$ cat src/rtl/fetch_sequencer_pkg.sv
// Shared definitions for the instruction fetch sequencer.
//   ADDR_W / INSTR_W : PC and instruction widths
//   PC_STEP          : byte increment between sequential instructions
//   RESET_PC         : PC value forced while rst is high
//   NOP_INSTR        : value held in the IF/ID slot out of reset
//   fetch_state_e    : fetch FSM encoding (exposed on the debug port)
package fetch_sequencer_pkg;

  localparam int ADDR_W  = 16;
  localparam int INSTR_W = 16;

  localparam logic [ADDR_W-1:0]  PC_STEP   = 16'd2;
  localparam logic [ADDR_W-1:0]  RESET_PC  = 16'h0000;
  localparam logic [INSTR_W-1:0] NOP_INSTR = 16'h0000;

  typedef enum logic [1:0] {
    IDLE  = 2'd0,
    REQ   = 2'd1,
    HOLD  = 2'd2,
    DRAIN = 2'd3
  } fetch_state_e;

  // Instructions are halfword aligned; a redirect target's bit0 is dropped.
  function automatic logic [ADDR_W-1:0] align_pc(input logic [ADDR_W-1:0] addr);
    return {addr[ADDR_W-1:1], 1'b0};
  endfunction

endpackage

$ cat src/rtl/fetch_sequencer_if.sv
// Signal bundle between the fetch sequencer and its surroundings
// (PC register, instruction memory, decode stage, branch unit).
//   master : fetch sequencer side
//   slave  : environment side (PC register, memory, decode, branch unit)
//
// Handshake rules:
//   imem_req/imem_ack : imem_req is held high until an imem_ack arrives;
//     imem_ack may only be asserted while imem_req is high, and imem_rdata
//     is valid in the ack cycle for the address on imem_addr in that cycle.
//   if_valid/stall    : the IF/ID slot is consumed in a cycle where
//     if_valid=1 and stall=0; while stall=1 the slot is held unchanged.
//   redirect_valid    : single-cycle, no back-pressure; always taken.
interface fetch_sequencer_if;
  import fetch_sequencer_pkg::*;

  logic [ADDR_W-1:0]  pc_output;
  logic [ADDR_W-1:0]  pc_input;
  logic               imem_req;
  logic [ADDR_W-1:0]  imem_addr;
  logic               imem_ack;
  logic [INSTR_W-1:0] imem_rdata;
  logic               stall;
  logic               redirect_valid;
  logic [ADDR_W-1:0]  redirect_target;
  logic               if_valid;
  logic [INSTR_W-1:0] if_instr;
  logic [ADDR_W-1:0]  if_pc;

  modport master (
    input  pc_output, imem_ack, imem_rdata, stall, redirect_valid, redirect_target,
    output pc_input, imem_req, imem_addr, if_valid, if_instr, if_pc
  );

  modport slave (
    output pc_output, imem_ack, imem_rdata, stall, redirect_valid, redirect_target,
    input  pc_input, imem_req, imem_addr, if_valid, if_instr, if_pc
  );

endinterface

$ cat src/rtl/fetch_sequencer_pc_next_mux.sv
// Next-PC selection for the external PC register.
//   rst             : forces RESET_PC
//   redirect_valid  : selects the aligned redirect_target
//   advance         : an instruction was accepted; step sequentially
//   pc_output       : current PC
//   redirect_target : branch/jump destination
//   pc_input        : PC to be loaded at the next clock edge
module fetch_sequencer_pc_next_mux
  import fetch_sequencer_pkg::*;
(
  input  logic              rst,
  input  logic              redirect_valid,
  input  logic              advance,
  input  logic [ADDR_W-1:0] pc_output,
  input  logic [ADDR_W-1:0] redirect_target,
  output logic [ADDR_W-1:0] pc_input
);

  always_comb begin
    pc_input = pc_output;
    if (rst) begin
      pc_input = RESET_PC;
    end else if (redirect_valid) begin
      pc_input = align_pc(redirect_target);
    end else if (advance) begin
      // Truncation to ADDR_W bits gives the wrap from the top of memory to 0.
      pc_input = pc_output + PC_STEP;
    end
  end

endmodule

$ cat src/rtl/fetch_sequencer.sv
// Non-pipelined instruction fetch sequencer. Closes the loop with an
// external PC register, requests one instruction at a time from
// instruction memory and presents it in the IF/ID slot.
//   clk       : rising-edge clock
//   rst       : synchronous active-high reset
//   bus       : fetch_sequencer_if master (PC, imem, IF/ID, stall, redirect)
//   dbg_state : current fetch FSM state
module fetch_sequencer
  import fetch_sequencer_pkg::*;
(
  input  logic                clk,
  input  logic                rst,
  fetch_sequencer_if.master   bus,
  output fetch_state_e        dbg_state
);

  fetch_state_e state;
  fetch_state_e state_next;

  logic               advance;
  logic               if_valid_q;
  logic [INSTR_W-1:0] if_instr_q;
  logic [ADDR_W-1:0]  if_pc_q;

  // An instruction is accepted only from REQ; a redirect in the same
  // cycle wins and the returned data is dropped.
  assign advance = (state == REQ) && bus.imem_ack && !bus.redirect_valid;

  fetch_sequencer_pc_next_mux u_pc_next_mux (
    .rst             (rst),
    .redirect_valid  (bus.redirect_valid),
    .advance         (advance),
    .pc_output       (bus.pc_output),
    .redirect_target (bus.redirect_target),
    .pc_input        (bus.pc_input)
  );

  // State register
  always_ff @(posedge clk) begin
    if (rst) begin
      state <= IDLE;
    end else begin
      state <= state_next;
    end
  end

  // Next-state logic
  always_comb begin
    state_next = state;
    case (state)
      IDLE: state_next = REQ;
      REQ: begin
        if (bus.redirect_valid) begin
          // Without an ack the old request is still outstanding and must
          // be completed (and discarded) before fetching at the target.
          state_next = bus.imem_ack ? REQ : DRAIN;
        end else if (bus.imem_ack) begin
          state_next = HOLD;
        end
      end
      HOLD: begin
        if (bus.redirect_valid || !bus.stall) begin
          state_next = REQ;
        end
      end
      DRAIN: begin
        if (!bus.redirect_valid && bus.imem_ack) begin
          state_next = REQ;
        end
      end
      default: state_next = IDLE;
    endcase
  end

  // Output logic
  always_comb begin
    bus.imem_req  = (state == REQ) || (state == DRAIN);
    bus.imem_addr = bus.pc_output;
    dbg_state     = state;
  end

  // IF/ID slot
  always_ff @(posedge clk) begin
    if (rst) begin
      if_valid_q <= 1'b0;
      if_instr_q <= NOP_INSTR;
      if_pc_q    <= '0;
    end else if (bus.redirect_valid) begin
      if_valid_q <= 1'b0;
    end else if (advance) begin
      if_valid_q <= 1'b1;
      if_instr_q <= bus.imem_rdata;
      if_pc_q    <= bus.pc_output;
    end else if ((state == HOLD) && !bus.stall) begin
      if_valid_q <= 1'b0;
    end
  end

  assign bus.if_valid = if_valid_q;
  assign bus.if_instr = if_instr_q;
  assign bus.if_pc    = if_pc_q;

endmodule

$ cat src/flat_wrapper.sv
// flat-port wrapper written by rule: the top's interface ports become plain ports
module fetch_sequencer_flat import fetch_sequencer_pkg::*;
  (clk, rst, dbg_state, bus_pc_output, bus_imem_ack, bus_imem_rdata, bus_stall, bus_redirect_valid, bus_redirect_target, bus_pc_input, bus_imem_req, bus_imem_addr, bus_if_valid, bus_if_instr, bus_if_pc);
  fetch_sequencer_if bus_i ();
  input  logic clk;
  input  logic rst;
  output fetch_state_e dbg_state;
  input wire logic [$bits(bus_i.pc_output)-1:0] bus_pc_output;
  input wire logic [$bits(bus_i.imem_ack)-1:0] bus_imem_ack;
  input wire logic [$bits(bus_i.imem_rdata)-1:0] bus_imem_rdata;
  input wire logic [$bits(bus_i.stall)-1:0] bus_stall;
  input wire logic [$bits(bus_i.redirect_valid)-1:0] bus_redirect_valid;
  input wire logic [$bits(bus_i.redirect_target)-1:0] bus_redirect_target;
  output wire logic [$bits(bus_i.pc_input)-1:0] bus_pc_input;
  output wire logic [$bits(bus_i.imem_req)-1:0] bus_imem_req;
  output wire logic [$bits(bus_i.imem_addr)-1:0] bus_imem_addr;
  output wire logic [$bits(bus_i.if_valid)-1:0] bus_if_valid;
  output wire logic [$bits(bus_i.if_instr)-1:0] bus_if_instr;
  output wire logic [$bits(bus_i.if_pc)-1:0] bus_if_pc;
  assign bus_i.pc_output = bus_pc_output;
  assign bus_i.imem_ack = bus_imem_ack;
  assign bus_i.imem_rdata = bus_imem_rdata;
  assign bus_i.stall = bus_stall;
  assign bus_i.redirect_valid = bus_redirect_valid;
  assign bus_i.redirect_target = bus_redirect_target;
  assign bus_pc_input = bus_i.pc_input;
  assign bus_imem_req = bus_i.imem_req;
  assign bus_imem_addr = bus_i.imem_addr;
  assign bus_if_valid = bus_i.if_valid;
  assign bus_if_instr = bus_i.if_instr;
  assign bus_if_pc = bus_i.if_pc;
  fetch_sequencer u_core (.clk(clk), .rst(rst), .bus(bus_i), .dbg_state(dbg_state));
endmodule
$ cat config.mk
export PLATFORM = sky130hd
export DESIGN_NAME = fetch_sequencer_flat
export DESIGN_NICKNAME = d
export VERILOG_FILES = /design/src/rtl/fetch_sequencer_pkg.sv /design/src/rtl/fetch_sequencer_if.sv /design/src/rtl/fetch_sequencer_pc_next_mux.sv /design/src/rtl/fetch_sequencer.sv /design/src/flat_wrapper.sv
export SDC_FILE = /design/constraint.sdc
export NUM_CORES = 1
export LEC_CHECK = 0
export CAP_MARGIN = 10
export CELL_PAD_IN_SITES_DETAIL_PLACEMENT = 1
export CELL_PAD_IN_SITES_GLOBAL_PLACEMENT = 1
export CORE_UTILIZATION = 25
export DETAILED_ROUTE_END_ITERATION = 8
export PLACE_DENSITY_LB_ADDON = 0.12
export SYNTH_ARGS = -nofsm -noshare
export SYNTH_HDL_FRONTEND = slang
export SYNTH_SLANG_ARGS = --single-unit
export TNS_END_PERCENT = 50
$ cat constraint.sdc
create_clock -name clk -period 2.35 [get_ports clk]
set_input_delay 0.3525 -clock clk [delete_from_list [all_inputs] [get_ports clk]]
set_output_delay 0.3525 -clock clk [all_outputs]
set_load 0.01 [all_outputs]
==> out/qor.csv <==
stage;metric;value;unit
clock_tree;holdBufCountCts;0;
floorplanning;core;7447;µm²
worst_setup_path;cp_top_family;buffers and inverters;
placement;port_buffers;119;
route;drt_iter0_drc;27;
flow_run;maxCapViolations;0;
worst_setup_path;crit_path_start_kind;input port;
worst_setup_path;criticalPathCategory;in -> out;
sta;skew;0.003435;ns
final_layout;syn_to_final_growth;82.19;%
final_layout;finalNetCount;453;
global_route;grt_pass1_wl;11990;µm
route;drc;0;
route;wl_per_cell;14.91;µm
yosys;synth_fp_nets;317;
floorplanning;dieArea;8226;µm²
floorplanning;io_pins;121;
sta;max_freq;439.2;MHz
placement;gp_congestion;0.7555;
yosys;synthesis.instances;263;
hold_path;hold_class;reg -> reg;
yosys;synth-warning-count;0;
worst_setup_path;cp-end-kind;output port;
floorplanning;rows;31;
route;wl;7438;µm
worst_setup_path;cp_max_fo;10;
sta;max_slew_margin;78.21;%
final_layout;antennaDiodeCount;0;
clock_tree;clk-insertion-delay-late;0.29;ns
power;powerDensity;451.0;nW/µm²
final_layout;fin_util;48.12;%
floorplanning;start_util;26.41;%
sta;min_period;2.277;ns
global_route;antenna_found_initial;0;
worst_setup_path;worst_ep_required_time;2.00;ns
clock_tree;cts_buffer_depth;2;
power;power.total;1.616;mW
placement;dp_hpwl;5681;µm
power;p_leak;1.403;nW
clock_tree;clk_pin_slew;0.07;ns
sta;setup_violations;0;
route;vias;2279;
placement;dp.cells;484;
clock_tree;cts_tree;done;
route;viasPerCell;4.567;
clock_tree;cts_root_buf;clkbuf_8;
power;vdd_drop_max;272.2;µV
sta;fin_crit_sh;96.88;%
yosys;synth_cell_types;40;
clock_tree;h-tree-depth;2;
clock_tree;cts_buffers;5;
sta;tightestPinTransition;0.3268;ns
final_layout;fill_cells;901;
status;status;finished, final reports clean;
sta;rsz0062_at_grt;true;
worst_setup_path;cp.arrival;1.92;ns
clock_tree;clkSinkCount;35;
route;first_pass_iters;4;
worst_setup_path;path_cells;dlygate4sd2_1 -> nand4bb_4 -> buf_4 -> or3_1 -> a311oi_2 -> buf_2;
final_layout;layout_commonest_cell;clkdlybuf4s50_1;
worst_setup_path;cp_num_buf_inv;3;
floorplanning;die_h;90.70;µm
worst_setup_path;slowest_delay;0.37;ns
final_layout;fin_cells;499;
sta;fin_hold_ws;0.4553;ns
floorplanning;die_w;90.70;µm
sta;slew_violations;0;
global_route;grt_max_degree;30;
global_route;grt-ovfl-total;0;
sta;final_hold_viol_count;0;
yosys;synth.ff_latch_count;35;
worst_setup_path;crit_slowest_cell;or3_1;
route;antenna_left;0;
yosys;ys_seq_area_share;35.62;%
final_layout;drive_above_1_share;20.50;%
yosys;post_synth.cell_area_avg;7.479;µm²
final_layout;final_cell_mix;clkdlybuf4s50_1, nand2_1, buf_4;
global_route;grt_pass1_vias;2274;
yosys;syn-cell-area;1967;µm²
global_route;track_usage;18.26;%
[state kept, by name (all words and copies together), names as in the netlist]
name / flops
u_core.bus.if_valid: 1
u_core.bus.if_instr: 16
u_core.dbg_state: 2
u_core.bus.if_pc: 16
[per-layer routing]
metal / global-route usage [%] / routed length [µm] / vias to the layer above
li1: - / - / 1146
met4: 4.167 / 89 / 0
met1: 22.78 / 3280 / 1056
met5: 0 / 0 / -
met3: 4.798 / 411 / 8
met2: 31.19 / 3656 / 69
[worst min-delay path, stage by stage (launching register included)]
cell and delay, ns:
dfxtp_1 0.31, nand2_1 0.05, a21oi_1 0.05
[cells by family after synthesis]
group | Yosys count | synth area share, %
AOI/OAI and AO/OA | 55 | 16.35
xor gates and xnor gates | 10 | 4.453
adders and majority gates | 1 | 0.6360
buffers and inverters | 38 | 11.13
DFF | 35 | 35.62
muxes | 2 | 1.018
and+or+nand+nor | 122 | 30.79
[per-stage QoR]
step	area (µm²)	TNS (ns)	worst slack (ns)
detailed placement	3381	-7.911	-0.6594
global route	3583	-0.04299	-0.03453
CTS	3556	-0.03318	-0.03318
finish	3583	0	0.07338
floorplan	1967	0	0.3890
global placement	3381	-7.546	-0.6334
[power by group]
part,internal (mW),switching [mW],total [mW],leakage (nW)
Combinational,0.235,0.191,0.427,1.06
Clock,0.343,0.222,0.565,0.0612
Sequential,0.613,0.0110,0.624,0.284
[final timing paths]
kind,from,cells after the start,end,slack [ns]
max,bus_redirect_valid,6,bus_pc_input[4],0.07
min,u_core.bus.if_pc[9],2,u_core.bus.if_pc[9],0.46
max reg2reg,u_core.dbg_state[1],6,u_core.bus.if_valid,0.69
min reg2reg,u_core.bus.if_pc[9],2,u_core.bus.if_pc[9],0.46
[synthesized netlist by cell type]
cell type	number	area share [%]
o211ai_1	1	0.38
nand3_1	6	1.5
o21ai_0	2	0.51
nand2_1	72	14
xnor2_1	8	3.6
a31oi_1	1	0.32
o311a_1	2	1.0
clkbuf_1	13	2.5
nand2b_1	4	1.3
nand4bb_1	1	0.57
a21boi_1	1	0.38
a21oi_1	36	9.2
nor2b_1	2	0.64
a211oi_1	7	2.7
nor4_2	4	2.5
dfxtp_1	35	36
xor2_1	2	0.89
nor3_1	5	1.3
a311oi_1	2	0.89
buf_4	16	6.1
a2111oi_1	1	0.51
and3_1	2	0.64
or3_1	2	0.64
inv_1	3	0.57
and4bb_1	1	0.64
inv_2	1	0.19
mux2i_1	2	1.0
nand3b_1	1	0.38
nand4_2	1	0.64
nand4_1	2	0.64
o21ai_1	2	0.51
nor3_4	1	0.83
nor2_1	15	2.9
and3b_1	1	0.45
buf_2	1	0.25
ha_1	1	0.64
buf_1	2	0.38
nor4_4	1	1.1
buf_6	2	1.1
and4_1	1	0.45
[repair_timing]
item | in CTS | in global routing
endpoints found under the setup margin | 15 | 11
resized for setup | 60 | 12
hold endpoints to repair | 0 | 0
pin swaps | 8 | 9
buffers inserted | 6 | 1
[cell type report]
| class | count | area (µm²) | area share (%) |
|---|---|---|---|
| multi-input cells | 190 | 1132 | 31.60 |
| repair buffers | 163 | 1494 | 41.69 |
| clock buffers | 6 | 82.58 | 2.304 |
| clock inverters | 2 | 35.03 | 0.9777 |
| well taps | 99 | 123.9 | 3.457 |
| inverters | 4 | 15.01 | 0.4190 |
| flip-flops and latches | 35 | 700.7 | 19.55 |
Note: power is estimated with default switching activity, not from simulation.
